`config.mk`:
```
export PLATFORM = sky130hd
export DESIGN_NAME = issue_warp_scheduler
export DESIGN_NICKNAME = d
export VERILOG_FILES = /design/src/rtl/issue_warp_scheduler.sv
export SDC_FILE = /design/constraint.sdc
export NUM_CORES = 1
export LEC_CHECK = 0
export ABC_AREA = 1
export BUFFER_PORTS_ARGS = -buffer_cell sky130_fd_sc_hd__buf_2
export CORE_AREA = 2 2 166 168
export CTS_CLUSTER_SIZE = 14
export DETAILED_ROUTE_END_ITERATION = 8
export DIE_AREA = 0 0 168 170
export MAX_ROUTING_LAYER = met4
export PLACE_DENSITY = 0.76
export SLEW_MARGIN = 25
export SYNTH_ARGS = -nofsm -noshare
export SYNTH_HDL_FRONTEND = slang
export SYNTH_SLANG_ARGS = --single-unit
```
`constraint.sdc`:
```
create_clock -name clk -period 2.12 [get_ports clk]
set_input_delay 0.424 -clock clk [delete_from_list [all_inputs] [get_ports clk]]
set_output_delay 0.424 -clock clk [all_outputs]
set_load 0.01 [all_outputs]
```
`src/rtl/issue_warp_scheduler.sv`:
```
// Per-warp issue scheduler: round-robin pick among valid, scoreboard-clear warp heads,
// registered into a single valid/ready output slot, plus issue/stall perf counters.
module issue_warp_scheduler #(
  parameter int unsigned NUM_WARPS = 4,
  parameter int unsigned DATAW     = 64,
  parameter int unsigned WIDW      = (NUM_WARPS > 1) ? $clog2(NUM_WARPS) : 1,
  parameter int unsigned PERFW     = 44
) (
  input  logic                       clk,
  input  logic                       reset_n,
  input  logic [NUM_WARPS-1:0]       req_valid,
  input  logic [NUM_WARPS*DATAW-1:0] req_data,
  input  logic [NUM_WARPS-1:0]       scb_ready,
  output logic [NUM_WARPS-1:0]       req_ready,
  output logic                       issue_valid,
  output logic [WIDW-1:0]            issue_wid,
  output logic [DATAW-1:0]           issue_data,
  input  logic                       issue_ready,
  output logic [PERFW-1:0]           issue_cnt,
  output logic [PERFW-1:0]           stall_cnt
);

  logic [NUM_WARPS-1:0]       eligible;
  logic                       load_en;
  logic                       grant_valid;
  logic                       grant_found;
  logic [WIDW-1:0]            grant_idx;
  int unsigned                grant_int;
  int unsigned                scan_idx;
  logic [NUM_WARPS-1:0]       scan_rot;
  logic [NUM_WARPS-1:0]       grant_onehot;
  logic [NUM_WARPS*DATAW-1:0] data_shift;
  logic [DATAW-1:0]           grant_data;

  logic                       issue_valid_q, issue_valid_d;
  logic [WIDW-1:0]            issue_wid_q, issue_wid_d;
  logic [DATAW-1:0]           issue_data_q, issue_data_d;
  logic [WIDW-1:0]            last_q, last_d;
  logic [PERFW-1:0]           issue_cnt_q, issue_cnt_d;
  logic [PERFW-1:0]           stall_cnt_q, stall_cnt_d;

  assign eligible = req_valid & scb_ready;
  assign load_en  = !issue_valid_q || issue_ready;

  // Round-robin scan starting just after the last granted warp.
  always_comb begin
    grant_found = 1'b0;
    grant_idx   = '0;
    scan_idx    = 0;
    scan_rot    = '0;
    for (int unsigned i = 1; i <= NUM_WARPS; i++) begin
      scan_idx = (32'(last_q) + i) % NUM_WARPS;
      scan_rot = eligible >> scan_idx;
      if (!grant_found && scan_rot[0]) begin
        grant_found = 1'b1;
        grant_idx   = scan_idx[WIDW-1:0];
      end
    end
  end

  // Grant decode, payload select and dequeue strobe.
  always_comb begin
    grant_valid  = load_en && grant_found;
    grant_int    = 32'(grant_idx);
    data_shift   = req_data >> (DATAW * grant_int);
    grant_data   = data_shift[DATAW-1:0];
    grant_onehot = grant_valid ? (NUM_WARPS'(1) << grant_int) : '0;
    // Strobe is suppressed during reset so no warp dequeues into a dropped slot.
    req_ready    = reset_n ? grant_onehot : '0;
  end

  // Next-state for the output slot, rr pointer and perf counters.
  always_comb begin
    issue_valid_d = issue_valid_q;
    issue_wid_d   = issue_wid_q;
    issue_data_d  = issue_data_q;
    last_d        = last_q;
    issue_cnt_d   = issue_cnt_q;
    stall_cnt_d   = stall_cnt_q;
    if (grant_valid) begin
      issue_valid_d = 1'b1;
      issue_wid_d   = grant_idx;
      issue_data_d  = grant_data;
      last_d        = grant_idx;
    end else if (issue_ready) begin
      issue_valid_d = 1'b0;
    end
    if (issue_valid_q && issue_ready) begin
      issue_cnt_d = issue_cnt_q + PERFW'(1);
    end
    if (|req_valid && !grant_valid) begin
      stall_cnt_d = stall_cnt_q + PERFW'(1);
    end
  end

  // State registers with synchronous active-low reset.
  always_ff @(posedge clk) begin
    if (!reset_n) begin
      issue_valid_q <= 1'b0;
      issue_wid_q   <= '0;
      issue_data_q  <= '0;
      last_q        <= WIDW'(NUM_WARPS - 1);
      issue_cnt_q   <= '0;
      stall_cnt_q   <= '0;
    end else begin
      issue_valid_q <= issue_valid_d;
      issue_wid_q   <= issue_wid_d;
      issue_data_q  <= issue_data_d;
      last_q        <= last_d;
      issue_cnt_q   <= issue_cnt_d;
      stall_cnt_q   <= stall_cnt_d;
    end
  end

  assign issue_valid = issue_valid_q;
  assign issue_wid   = issue_wid_q;
  assign issue_data  = issue_data_q;
  assign issue_cnt   = issue_cnt_q;
  assign stall_cnt   = stall_cnt_q;

  logic             hold_q;
  logic [DATAW-1:0] data_prev_q;

  // Remember whether the slot was stalled at the previous edge, for the stability check.
  always_ff @(posedge clk) begin
    if (!reset_n) begin
      hold_q <= 1'b0;
    end else begin
      hold_q <= issue_valid_q && !issue_ready;
    end
    data_prev_q <= issue_data_q;
  end

  // Protocol checks: one-hot dequeue and stable payload under backpressure.
  always_ff @(posedge clk) begin
    if (reset_n) begin
      assert ($onehot0(req_ready))
        else $error("req_ready not one-hot: %b", req_ready);
      if (hold_q) begin
        assert (issue_data_q == data_prev_q)
          else $error("issue_data changed while stalled");
      end
    end
  end

endmodule

```
==> summary.txt, run 1 <==
Synthesis
  • Post-Syn Area per Cell: 5.96 µm²
  • Sequential share of the synthesized area: 31.5%
  • Simple-gate share of the synthesized area: 45.7%
  • Post-Synth Adder-Cell Area: less than 1%
  • Syn nets: 1945
  • Seq cells post-synth: ~160
  • Post-synthesis xor/xnor area fraction: under 10%
  • Post-Syn Area: 9990 µm²
  • Compound-Gate Fraction of Synth Area: 5.98%
  • Multiplexer area fraction after synthesis: 0%
  • Synth Warn #: 0
  • Cells after Synth: 1676
  • Main combinational cell family by area after synthesis: simple AND/OR/NAND/NOR gates
  • Yosys cell types: 35

Pwr
  • Total power: 19800 µW
  • Leak: approximately 0.0073 µW
  • Pwr/cell area: ~1300 nW/µm²
  • Worst vdd ir: just under 0.9 mV

CTS
  • CTS tree: yes
  • Worst skew pair latency: 0.42 ns
  • Clk buf depth: 2
  • H-tree Lvls: 4
  • Clock Sink Count: 157
  • CTS Buf Count: 17
  • CTS Root Cell: clkbuf_16
  • Register clock-pin slew on the reported worst setup and hold paths: ~0.080 ns

Worst setup path
  • Worst EP required: 1.70 ns
  • Startpoint types: register
  • End of the worst register-to-register path: issue_data[30]
  • Arrival @ worst endpoint: ~2 ns
  • Peak fanout along the critical path: 6
  • Reg2reg path depth: 15
  • Crit Path Category: register to output port
  • FF-to-FF Start: last_q[0]
  • R2r setup slk: -0.18 ns
  • CP endpoint kind: output port

Worst hold path
  • Hold depth: 5
  • Hold_sp: req_data[192]
  • Hold endpoint: issue_data[0]
  • Hold Crit Class: primary input to register

Place
  • PortBufs: 425
  • Place WS: -0.189 ns
  • Placer congestion estimate: 0.956
  • DP Cell Count: 2449
  • Hpwl dp: 31300 µm

Detailed routing
  • WL/cell: 17.1 µm
  • Drt drc: 0
  • Final ANT Viol Nets: 0
  • Starting DRT DRC Count: 962
  • Post-DR vias/cell: a little over 5
  • Initial DRT Pass Iterations: 5
  • Drt total wl: 43300 µm
  • Via Count: 13.1k

Timing
  • Max Clock Skew: around 0.014 ns
  • Tmin final: about 2.4 ns
  • Final Hold Fails: 0
  • FMAX: 0.410 GHz
  • Max Slew Vio Count: 0
  • Setup TNS: -11.27 ns
  • RSZ-0062 raised after global routing: true
  • Slack of the critical path: -0.320 ns
  • Worst rel slew slack: 69.4%
  • Worst Max-Slew Pin Slew: 0.456 ns
  • Final setup viols: 116
  • Period utilization: 115%
  • Worst Hold Slack: 0.296 ns

Global route
  • GR Util All Layers: 28.5%
  • Grt ovf: 0
  • Largest net degree at the start of global routing: slightly below 70
  • First-pass GRT wire length: 62500 µm
  • Vias in the first global route: 12.0k
  • Initial antenna violation count: 11

Cells and area
  • Fin nets: 2442
  • Layout cells sized above 1: 32.2%
  • Fin cells: 2539
  • Area delta synth->final: 49.2%

Floorplan
  • Die ar.: ~29000 µm²
  • Die W: 168 µm
  • Cell row count: 60
  • Core Area: 26700 µm²
  • Initial Util: between 30% and 40%
  • IO Count: 426
  • Die Ht: 170 µm

Job
  • Max-cap violations: 0

Status
  • Status: finished, violations left
  • Violated checks: negative setup slack
layout make-up:
type,count,area (µm²)
antenna,12,30.0
clock buffer,19,433
clock inverter,13,131
fill,2624,11700
inverter,215,832
multi-input combinational,1230,6150
sequential,157,3150
tap,341,427
timing repair buffer,552,3750
state kept, by name, indices dropped and copies added (netlist names):
name and cells:
issue_cnt 44, issue_data 64, issue_valid 1, issue_wid 2, last_q 2, stall_cnt 44
worst max-delay path by stage:
stage                            start        endpoint  slack, ns  depth (start not counted)
after detailed placement  req_valid[3]  issue_data[25]      -0.19                         11
after CTS                    last_q[0]    req_ready[1]      -0.27                         11
final                        last_q[0]    req_ready[2]      -0.32                         11
after floorplan              last_q[0]    req_ready[2]       0.01                         14
after global routing         last_q[0]    req_ready[2]      -0.43                         11
after global placement       last_q[0]  issue_data[25]      -0.15                         13
Yosys cell counts:
library cell	n	area (µm²)
nand3_2	1	10.0
buf_2	28	140
ha_1	2	25.0
buf_4	16	120
a31oi_1	1	6.26
a211oi_1	2	15.0
or2_2	14	87.6
o21a_1	3	22.5
nand4_2	1	12.5
o21ba_2	1	10.0
nor3_2	1	10.0
or4_1	1	7.51
nand2_2	4	25.0
a21o_1	1	7.51
xnor2_1	23	201
nand3b_1	1	7.51
inv_4	1	6.26
inv_1	210	788
a21oi_1	77	385
nor3_1	43	215
a21oi_2	1	8.76
a22oi_1	1	7.51
clkbuf_1	28	105
o21ai_0	23	115
nand4_1	18	113
xor2_1	31	272
dfxtp_1	157	3140
o21ai_2	1	8.76
buf_1	3	11.3
inv_2	4	15.0
nor2_1	120	450
or2_1	28	175
o221a_2	1	11.3
nand2_1	555	2080
nand3_1	274	1370
cells in the final DEF (no fill, tap or decap), drive strengths merged, types with 3 or more instances in the layout:
master / instances
dfxtp: 157
clkbuf: 29
nand3: 275
or2: 42
xor2: 31
o21ai: 24
nor3: 44
clkinv: 3
inv: 220
a21oi: 78
xnor2: 23
nand2: 560
diode: 12
buf: 542
o21a: 3
clkinvlp: 4
nand4: 19
nor2: 120
per-layer routing:
metal | global-route usage, % | vias up | part of all wire, %
li1 | - | 6300 | -
met1 | 34.2 | 6040 | 40
met2 | 46.7 | 606 | 48
met3 | 5.30 | 119 | 7.4
met4 | 13.4 | 0 | 4.6
met5 | - | - | 0
report_power, final:
part           total, µW  leakage [µW]  internal [µW]  switching (µW)
sequential          3840       0.00128           3500             346
clock               3060      0.000265           1650            1410
combinational      12900       0.00574           5910            6950
critical path: stages, from the launching register on:
cell and delay [ns]:
dfxtp_4 0.43, buf_6 0.13, nand3_4 0.06, nand2_4 0.09, nand2_1 0.07, a31oi_1 0.23, nand2_2 0.11, nor2_4 0.20
nor2_4 0.05, inv_2 0.07, nor2_4 0.03, buf_6 0.11
cell families after synthesis:
kind of cell	after synthesis
flip-flops	157
adder cells (fa/ha/maj)	2
buffers and inverters	290
AND/OR/NAND/NOR	1061
AO/OA/AOI/OAI	112
XOR/XNOR	54
repair_timing:
item	CTS	global route
pin swaps	21	36
hold buffers	0	0
gates cloned	6	14
endpoints found under the setup margin	57	122
buffers inserted	18	11
resized for setup	69	108
per-stage QoR:
step	utilization [%]	cell area, µm²
after global routing	55.9	14900
after floorplan	-	10000
after detailed placement	48.7	13000
final	55.9	14900
after CTS	53.0	14100
after global placement	48.7	13000
Note: power is estimated with default switching activity, not from simulation.
==> run 2, diff against run 1 <==
- ABC_AREA: 1 -> default
- PLACE_DENSITY: 0.76 -> 0.69
==> run 2 against run 1 <==
  * Fmax up 1.7%
  * First-iteration DRC count decreased by 19%
  * Synthesized cell count decreased by 41%
  * Synthesized area decreased by 16%
  * Clock-buffer cell count fell by 2
  * The flow still finishes with violations (negative setup slack)
  * Cell count decreased by 26%
  * Combinational power decreased by 83%
  * Sequential cell count unchanged
  * Wire length down 13%
  * Clock power is 4% higher
  * Setup slack gained 0.042 ns
==> summary.txt, run 2 <==
Detailed routing
  • Drt drc: 0
  • Via Count: 10.4k
  • Starting DRT DRC Count: between 700 and 800
  • WL/cell: 20.1 µm
  • Drt total wl: 37900 µm
  • Final ANT Viol Nets: 0
  • Initial DRT Pass Iterations: 5
  • Post-DR vias/cell: 5.54

Pwr
  • Sequential power share: 38.0%
  • Clk pwr share: roughly 37%
  • Comb power frac: 25.3%
  • Worst vdd ir: 0.427 mV
  • Int Pwr: 5790 µW
  • Sw frac: 33.0%
  • Total power: 8650 µW
  • Sw Pwr: 2860 µW
  • Pwr/cell area: ~650 nW/µm²
  • Leak: roughly 0.0057 µW

Synthesis
  • Post-Syn Area: 8360 µm²
  • Async SR Flop Fraction: 0%
  • Top cells by area, synth: dfxtp_1 38%, mux2i_1 7.8%, a221oi_1 6.8%
  • Count leader, synth: dfxtp_1
  • Post-synthesis xor/xnor area fraction: 3.14%
  • Number of synthesized flops with an enable pin: 0
  • Main combinational cell family by area after synthesis: compound AO/OA/AOI/OAI gates
  • Biggest area consumer among synthesized cells: dfxtp_1
  • Yosys cell types: 52
  • Synth Warn #: 0
  • Simple-gate share of the synthesized area: roughly 22%
  • Sequential share of the synthesized area: roughly 38%
  • Seq cells post-synth: 157
  • Top cell type's share of synthesized area: 37.6%
  • Multiplexer area fraction after synthesis: 7.78%
  • Ys flop type: dfxtp_1
  • Compound-Gate Fraction of Synth Area: 25.2%
  • Syn nets: 1255
  • Commonest cells post-synth: 157 x dfxtp_1, 90 x o21ai_0, 68 x clkbuf_1
  • Post-Syn Area per Cell: between 8 and 9 µm²
  • Cells after Synth: between 900 and 1k
  • Post-Synth Adder-Cell Area: 0.299%

Cells and area
  • Max reg flops: 64
  • Most frequent cells in the layout: 421 x buf_2, 140 x dfxtp_1, 132 x buf_4
  • Fin nets: 1781
  • Fin cells: 1880
  • Layout cells sized above 1: 47.7%
  • Most common cell after layout, fill and taps aside: buf_2
  • Area delta synth->final: 58.3%

Timing
  • FMAX: 0.417 GHz
  • Worst rel slew slack: 69.6%
  • Period utilization: 113%
  • Worst Max-Slew Pin Slew: around 0.46 ns
  • Final setup viols: 27
  • Final Hold Fails: 0
  • Tmin final: around 2.4 ns
  • RSZ-0062 raised after global routing: true
  • Slack of the critical path: -0.278 ns
  • Setup TNS: -3.27 ns
  • Max Slew Vio Count: 0
  • Max Clock Skew: 0.0140 ns

Worst setup path
  • Startpoint types: register
  • Crit Path Category: register to register
  • Critical-path top delay cell: or4_4
  • FF-to-FF Start: stall_cnt[15]
  • CP max stage delay: about 0.59 ns
  • CP endpoint kind: register
  • Worst-path cell chain: nand4_4 > or4_4 > buf_6 > or4_4 > o41ai_2 > a21oi_2
  • Crit path launch: stall_cnt[15]
  • Worst EP required: ~2.4 ns
  • Peak fanout along the critical path: 6
  • Arrival @ worst endpoint: 2.70 ns
  • CP dominant cell by count: or4_4

CTS
  • Register clock-pin slew on the reported worst setup and hold paths: 0.08 ns
  • Clk buf depth: 2
  • CTS tree: yes
  • CTS Buf Count: 17
  • H-tree Lvls: 4
  • CTS Root Cell: clkbuf_16
  • Worst skew pair latency: approximately 0.43 ns
  • Clock Sink Count: roughly 160

Global route
  • Largest net degree at the start of global routing: 38
  • Grt ovf: 0
  • Vias in the first global route: 9843
  • GR Util All Layers: between 20% and 30%
  • First-pass GRT wire length: 55200 µm
  • Initial antenna violation count: 14

Place
  • DP Cell Count: 1803
  • Hpwl dp: around 27000 µm
  • PortBufs: 425
  • Placer congestion estimate: a little over 0.9

Status
  • Violated checks: negative setup slack
  • Status: finished, violations left

Job
  • Max-cap violations: 0

Floorplan
  • Initial Util: 31.4%
  • Cell row count: 60
  • Die W: 168 µm
  • IO Count: 426
  • Core Area: 26700 µm²
  • Die ar.: 28600 µm²
  • Die Ht: 170 µm

Worst hold path
  • Hold Crit Class: primary input to register
  • Hold_sp: req_data[86]
-- run 2: power groups by stage --
stage / Clock, µW / Combinational [µW] / Sequential [µW]
2_1_floorplan: 0 / 930 / 3430
3_3_place_gp: 0 / 2040 / 3350
3_5_place_dp: 0 / 2060 / 3350
4_1_cts: 3220 / 2150 / 3280
5_1_grt: 3330 / 2350 / 3310
6_report: 3180 / 2190 / 3280
-- run 2: cell type report --
cell class                 instances  area [µm²]
fill                            2531       13400
multi-input combinational        743        5380
timing repair buffer             579        3560
sequential                       157        3190
tap                              341         427
clock buffer                      17         425
clock inverter                    15         168
inverter                          14        52.6
antenna                           14        35.0
-- run 2: cells by family (layout without fill, tap and decap cells) --
| family | Yosys count | count (layout) |
|---|---|---|
| compound gates | 326 | 326 |
| simple gates | 314 | 320 |
| flops | 157 | 157 |
| buf+inv | 92 | 625 |
| mux | 65 | 65 |
| xor+xnor | 30 | 30 |
| fa+ha+maj | 2 | 2 |
| other cells | 0 | 14 |
-- run 2: metrics by stage --
step | utilization (%) | hold slack [ns] | instance area [µm²] | setup slack, ns
3_3_place_gp | 44.4 | 0.440 | 11800 | -0.517
4_1_cts | 47.9 | 0.256 | 12800 | -0.275
5_1_grt | 49.7 | 0.269 | 13200 | -0.306
3_5_place_dp | 44.4 | 0.447 | 11800 | -0.289
2_1_floorplan | - | 0.480 | 8500 | -0.108
6_report | 49.7 | 0.272 | 13200 | -0.278
-- run 2: path summary, 6_finish.rpt --
path	endpoint	slack, ns	depth (start not counted)
setup / recovery	stall_cnt[40]	-0.28	6
hold / removal	issue_data[22]	0.27	3
setup reg to reg	stall_cnt[40]	-0.28	6
hold reg to reg	issue_wid[1]	0.46	2
-- run 2: timing repair --
item / CTS / global route
resized for setup: 32 / 76
pin swaps: 28 / 32
hold buffers: 0 / 0
endpoints found under the setup margin: 28 / 54
cloned: 6 / 3
hold endpoints to repair: 0 / 0
buffers inserted: 12 / 11
-- run 2: worst max-delay path, delay by kind of cell (launching register included) --
| kind | cells | cell delay [ns] |
|---|---|---|
| AO/OA/AOI/OAI | 2 | 0.50 |
| AND/OR/NAND/NOR | 3 | 1.26 |
| buffers and inverters | 1 | 0.16 |
| flip-flops | 1 | 0.36 |
-- run 2: routing by layer --
| metal | wire [µm] | part of all wire [%] | up-vias | global-route usage (%) |
|---|---|---|---|---|
| met1 | 15300 | 40 | 5008 | 29.7 |
| met4 | 1250 | 3.3 | 0 | 11.7 |
| li1 | - | - | 4896 | - |
| met5 | 0 | 0 | - | - |
| met2 | 18600 | 49 | 447 | 42.2 |
| met3 | 2750 | 7.3 | 67 | 5.95 |
